`config.mk`:
```
export PLATFORM = sky130hd
export DESIGN_NAME = led_mode_ctrl
export DESIGN_NICKNAME = d
export VERILOG_FILES = /design/src/rtl/led_ctrl_pkg.sv /design/src/rtl/btn_debounce.sv /design/src/rtl/led_mode_ctrl.sv
export SDC_FILE = /design/constraint.sdc
export NUM_CORES = 1
export LEC_CHECK = 0
export CAP_MARGIN = 30
export CORE_MARGIN = 4
export CORE_UTILIZATION = 45
export CTS_BUF_LIST = sky130_fd_sc_hd__clkbuf_4
export CTS_CLUSTER_SIZE = 12
export DETAILED_ROUTE_END_ITERATION = 8
export GPL_ROUTABILITY_DRIVEN = 0
export GPL_TIMING_DRIVEN = 0
export PLACE_DENSITY_LB_ADDON = 0.25
export SLEW_MARGIN = 10
export SYNTH_ARGS = -nofsm -noshare
export SYNTH_HDL_FRONTEND = slang
export SYNTH_SLANG_ARGS = --single-unit
export TNS_END_PERCENT = 50
```
`constraint.sdc`:
```
create_clock -name clk -period 2.6 [get_ports clk]
set_clock_uncertainty 0.15 [all_clocks]
set_input_delay 0.65 -clock clk [delete_from_list [all_inputs] [get_ports clk]]
set_output_delay 0.65 -clock clk [all_outputs]
set_load 0.03 [all_outputs]
```
`src/rtl/led_ctrl_pkg.sv`:
```
// rtl/led_ctrl_pkg.sv - mode codes shared by the LED mode controller
package led_ctrl_pkg;

  localparam int MODE_W = 3;

  typedef enum logic [MODE_W-1:0] {
    MODE_OFF   = 3'd0,
    MODE_ON    = 3'd1,
    MODE_SLOW  = 3'd2,
    MODE_FAST  = 3'd3,
    MODE_CHASE = 3'd4
  } mode_e;

endpackage

```
`src/rtl/btn_debounce.sv`:
```
// rtl/btn_debounce.sv - two-flop synchroniser, level debouncer and rising-edge detect
module btn_debounce #(
  parameter logic [15:0] DEBOUNCE_CYC = 16'd50000
) (
  input  logic clk,
  input  logic rst_n,
  input  logic btn_i,
  output logic level_o,
  output logic rise_o
);

  logic [1:0]  r_sync;
  logic [15:0] r_cnt;
  logic        r_db;
  logic        r_db_q;

  always_ff @(posedge clk or negedge rst_n) begin
    if (!rst_n) begin
      r_sync <= 2'b00;
      r_cnt  <= 16'd0;
      r_db   <= 1'b0;
      r_db_q <= 1'b0;
    end else begin
      r_sync <= {r_sync[0], btn_i};
      r_db_q <= r_db;
      // any sample agreeing with the accepted level restarts the stability window
      if (r_sync[1] == r_db) begin
        r_cnt <= 16'd0;
      end else if (r_cnt == DEBOUNCE_CYC - 16'd1) begin
        r_db  <= r_sync[1];
        r_cnt <= 16'd0;
      end else begin
        r_cnt <= r_cnt + 16'd1;
      end
    end
  end

  assign level_o = r_db;
  assign rise_o  = r_db & ~r_db_q;

endmodule

```
`src/rtl/led_mode_ctrl.sv`:
```
// rtl/led_mode_ctrl.sv - button-stepped LED mode FSM with prescaled blink and chase patterns
module led_mode_ctrl
  import led_ctrl_pkg::*;
#(
  parameter int          N_LED        = 2,
  parameter logic [15:0] DEBOUNCE_CYC = 16'd50000,
  parameter logic [23:0] BLINK_DIV    = 24'd6000000
) (
  input  logic              clk,
  input  logic              rst_n,
  input  logic              btn1,
  output logic [N_LED-1:0]  led,
  output logic [MODE_W-1:0] mode,
  output logic              press
);

  localparam logic [N_LED-1:0] CHASE_INIT = N_LED'(1);

  logic             w_rise;
  logic             w_unused_level;
  logic             w_tick;
  logic             w_chase_enter;
  logic [N_LED-1:0] w_chase_rot;
  logic [N_LED-1:0] w_led_nxt;
  mode_e            w_mode_nxt;

  mode_e            r_mode;
  logic [23:0]      r_presc;
  logic [1:0]       r_tcnt;
  logic             r_fast;
  logic             r_slow;
  logic [N_LED-1:0] r_chase;
  logic [N_LED-1:0] r_led;
  logic             r_press;

  btn_debounce #(
    .DEBOUNCE_CYC (DEBOUNCE_CYC)
  ) u_btn (
    .clk     (clk),
    .rst_n   (rst_n),
    .btn_i   (btn1),
    .level_o (w_unused_level),
    .rise_o  (w_rise)
  );

  assign w_tick = (r_presc == BLINK_DIV - 24'd1);

  always_ff @(posedge clk or negedge rst_n) begin
    if (!rst_n) begin
      r_presc <= 24'd0;
      r_tcnt  <= 2'd0;
      r_fast  <= 1'b0;
      r_slow  <= 1'b0;
    end else if (w_tick) begin
      r_presc <= 24'd0;
      r_tcnt  <= r_tcnt + 2'd1;
      r_fast  <= ~r_fast;
      if (r_tcnt == 2'd3) begin
        r_slow <= ~r_slow;
      end
    end else begin
      r_presc <= r_presc + 24'd1;
    end
  end

  always_ff @(posedge clk or negedge rst_n) begin
    if (!rst_n) begin
      r_mode  <= MODE_OFF;
      r_led   <= '0;
      r_press <= 1'b0;
    end else begin
      r_mode  <= w_mode_nxt;
      r_led   <= w_led_nxt;
      r_press <= w_rise;
    end
  end

  always_comb begin
    w_mode_nxt = r_mode;
    w_led_nxt  = '0;
    case (r_mode)
      MODE_OFF: begin
        if (w_rise) w_mode_nxt = MODE_ON;
      end
      MODE_ON: begin
        w_led_nxt = '1;
        if (w_rise) w_mode_nxt = MODE_SLOW;
      end
      MODE_SLOW: begin
        w_led_nxt = {N_LED{r_slow}};
        if (w_rise) w_mode_nxt = MODE_FAST;
      end
      MODE_FAST: begin
        w_led_nxt = {N_LED{r_fast}};
        if (w_rise) w_mode_nxt = MODE_CHASE;
      end
      MODE_CHASE: begin
        w_led_nxt = r_chase;
        if (w_rise) w_mode_nxt = MODE_OFF;
      end
      default: begin
        w_mode_nxt = MODE_OFF;
      end
    endcase
  end

  generate
    if (N_LED == 1) begin : g_chase_one
      assign w_chase_rot = r_chase;
    end else begin : g_chase_many
      assign w_chase_rot = {r_chase[N_LED-2:0], r_chase[N_LED-1]};
    end
  endgenerate

  // entering CHASE always restarts the pattern, even on a tick cycle
  assign w_chase_enter = (w_mode_nxt == MODE_CHASE) && (r_mode != MODE_CHASE);

  always_ff @(posedge clk or negedge rst_n) begin
    if (!rst_n) begin
      r_chase <= CHASE_INIT;
    end else if (w_chase_enter) begin
      r_chase <= CHASE_INIT;
    end else if (w_tick && (r_mode == MODE_CHASE)) begin
      r_chase <= w_chase_rot;
    end
  end

  assign led   = r_led;
  assign mode  = r_mode;
  assign press = r_press;

endmodule
```
==> summary.txt <==
Placement
  • Dpl hpwl: 3380 um
  • Post-placement setup slack: between 0.15 and 0.2 ns
  • IO Port Bufs: 8

Synth
  • Top post-synthesis cells by count: dfrtp_1 (55), nor2_1 (32), xnor2_1 (22)
  • Avg Cell Area, Syn: 10.69 um2
  • Post-synthesis cell area: 0.002661 mm2
  • Ys flop type: dfrtp_1
  • Top cell type's share of synthesized area: 0.5172
  • Async SR Flop Fraction: 1.000
  • Most frequent cell after synthesis: dfrtp_1
  • Top post-synthesis cells by area: dfrtp_1 (52%), xnor2_1 (7.2%), nor2_1 (4.5%), xor2_1 (3.9%), nand3_1 (3.0%)
  • Cells after Synth: between 200 and 250
  • Yosys warnings: 0
  • FF+latch count, synth: 56
  • Unique masters post-synth: 48
  • Post-synth EDFFs: 0
  • Post-synthesis sequential area ratio: 0.5270
  • Syn nets: ~260
  • Yosys top cell by area: dfrtp_1

Drt
  • DR WL/cell: ~14 um
  • Initial detailed-routing violation count: 67
  • Mean number of vias per cell: around 5.5
  • Routed via count: 1841
  • DR pass1 iterations: 4
  • ANT nets after route: 0
  • Wirelength, routed: 4875 um
  • Drc violations: 0

Critical path
  • CP bufs+invs: 1
  • Critical Path Max Stage Delay: 0.72 ns
  • Worst reg2reg setup slack: around 0.30 ns
  • CP Class: reg2out
  • Startpoint Class: register
  • Worst path top cell family by delay: buffers and inverters
  • Critical-path cell list: clkdlybuf4s50_1
  • Critical-path top delay cell: clkdlybuf4s50_1
  • Critical Path RT: between 1.5 and 2 ns
  • R2R Path End: r_presc[15]
  • Worst Path Max Fanout: 7
  • Crit path DAT: roughly 1.6 ns
  • Critical Path End Type: output port
  • Reg2reg start: r_presc[0]
  • FF-to-FF path depth: 6

Timing
  • Hold_ws: around 0.14 ns
  • Rel. slew slack: 0.5265
  • Final Hold Vio Count: 0
  • Min Tclk post-route: 2.384 ns
  • Setup ws final: 0.2159 ns
  • Peak Freq: 419.5 MHz
  • Final setup vio count: 0
  • Period utilisation layout: 0.9169
  • RSZ-0062 raised after global routing: false
  • Final Max Tran Viols: 0
  • Worst Tran Pin Value: roughly 0.71 ns

Finish
  • Fillers: 532
  • Ant. Diodes: 0
  • Syn-to-layout area delta: 8.698%
  • Layout cells sized above 1: 0.08302
  • Final core occ: 0.5158
  • Final net count: 270

Floorplanning
  • Std-Cell Rows: 27
  • CORE AREA: 0.005608 mm2
  • Die X: 84.90 um
  • Full die area: 0.007208 mm2
  • I/O pin total: 9
  • Initial Util: 0.4746
  • Chip height: 84.90 um

CTS
  • H-Tree Level Count: 2
  • Max Buffers Root-to-Sink: 2
  • Root Buffer: clkbuf_4
  • Reg clk slew, reported paths: 0.17 ns
  • TritonCTS buffer count: 5
  • TritonCTS clock tree: yes
  • Clock Latency Late Sink: 0.38 ns
  • Clk sinks: 56

GRT
  • Initial antenna violation count: 0
  • Gr ovfl total: 0
  • First-pass GRT wire length: 8921 um
  • Number of global-route vias before repair: 1867
  • Global Route Usage Sum: 0.1507
  • Largest net degree at the start of global routing: 57

Job
  • Max-cap violation count: 0

Pwr
  • VDD IR max: around 0.16 mV
  • Pleak: ~1.3 nW
  • Pwr/cell area: roughly 450 mW/mm2

Run status
  • Status: complete, no violations

Hold path
  • Hold Path Class: in2async
placed cells by master, fill, tap and decap left out, drive strengths merged, types with 2 or more instances in the layout:
| cell | count |
|---|---|
| or2 | 2 |
| or3 | 3 |
| ha | 3 |
| a21o | 2 |
| nand3 | 16 |
| nor4 | 10 |
| nand4 | 11 |
| xor2 | 12 |
| nor2b | 2 |
| and3 | 5 |
| xnor2 | 22 |
| or4 | 2 |
| o21ai | 6 |
| dfrtp | 55 |
| clkdlybuf4s50 | 7 |
| a21oi | 9 |
| nand2 | 18 |
| inv | 4 |
| clkbuf | 8 |
| mux2 | 2 |
| buf | 3 |
| o31ai | 3 |
| nor3 | 8 |
| and4 | 3 |
| nor2 | 32 |
| nor4bb | 4 |
how the worst max path moves through the flow:
| stage | startpoint | to | slack [ns] | depth (start not counted) |
|---|---|---|---|---|
| floorplan | r_presc[0] | r_presc[20] | 0.55 | 5 |
| global placement | rst_n | led[1] | -1.03 | 1 |
| detailed placement | r_presc[0] | r_presc[19] | 0.19 | 6 |
| CTS | r_presc[0] | r_presc[15] | 0.15 | 6 |
| global route | mode[0] | mode[0] | 0.14 | 1 |
| finish | mode[0] | mode[0] | 0.22 | 1 |
routing by layer:
| metal | GRT usage | wire length, um | part of all wire | vias up |
|---|---|---|---|---|
| li1 | - | - | - | 924 |
| met1 | 0.2066 | 2520 | 0.52 | 879 |
| met2 | 0.2420 | 2140 | 0.44 | 29 |
| met3 | 0.03495 | 147 | 0.030 | 9 |
| met4 | 0.03885 | 65 | 0.013 | 0 |
| met5 | 0 | 0 | 0 | - |
registers in the layout, indices dropped and copies added, names as in the netlist:
name / cells
led: 2
mode: 3
press: 1
r_chase: 2
r_fast: 1
r_presc: 24
r_slow: 1
r_tcnt: 2
u_btn.level_o: 1
u_btn.r_cnt: 16
u_btn.r_db_q: 1
u_btn.r_sync: 2
cells by family after synthesis:
logic type / share of synthesized area
and+or+nand+nor: 0.2689
DFF: 0.5270
adders and majority gates: 0.01411
AOI/OAI and AO/OA: 0.05406
xor gates and xnor gates: 0.1119
muxes: 0.01222
buffers and inverters: 0.01175
report_power, final:
part / switching, mW / internal (mW) / leakage (nW)
logic: 0.0243 / 0.00666 / 0.506
registers: 0.00478 / 0.877 / 0.757
clock network: 0.261 / 0.127 / 0.0361
through the flow:
stage	area (um2)	std cells	TNS [ns]	total power, mW
after CTS	2887	337	0	1.315
final	2893	337	0	1.300
after global placement	2831	329	-56.93	0.9301
after detailed placement	2829	329	0	0.9302
after floorplan	2661	249	0	0.9062
after global routing	2893	337	0	1.357
cell type report:
cell class              instances  area [um2]  area share
inverters                       4       15.01    0.005190
plain buffers                   3       16.27    0.005623
multi-input cells             186        1234      0.4265
repair buffers                  8       77.57     0.02682
well taps                      72       90.09     0.03114
clock inverters                 1       5.005    0.001730
flip-flops and latches         56        1403      0.4849
clock buffers                   7       52.55     0.01817
repair_timing:
| item | in CTS | in global routing |
|---|---|---|
| buffers inserted | 0 | 0 |
| endpoints found under the setup margin | 0 | 1 |
| gates resized for setup | 0 | 1 |
| hold buffers | 0 | 0 |
No activity file was read; power rests on OpenSTA's default activity.
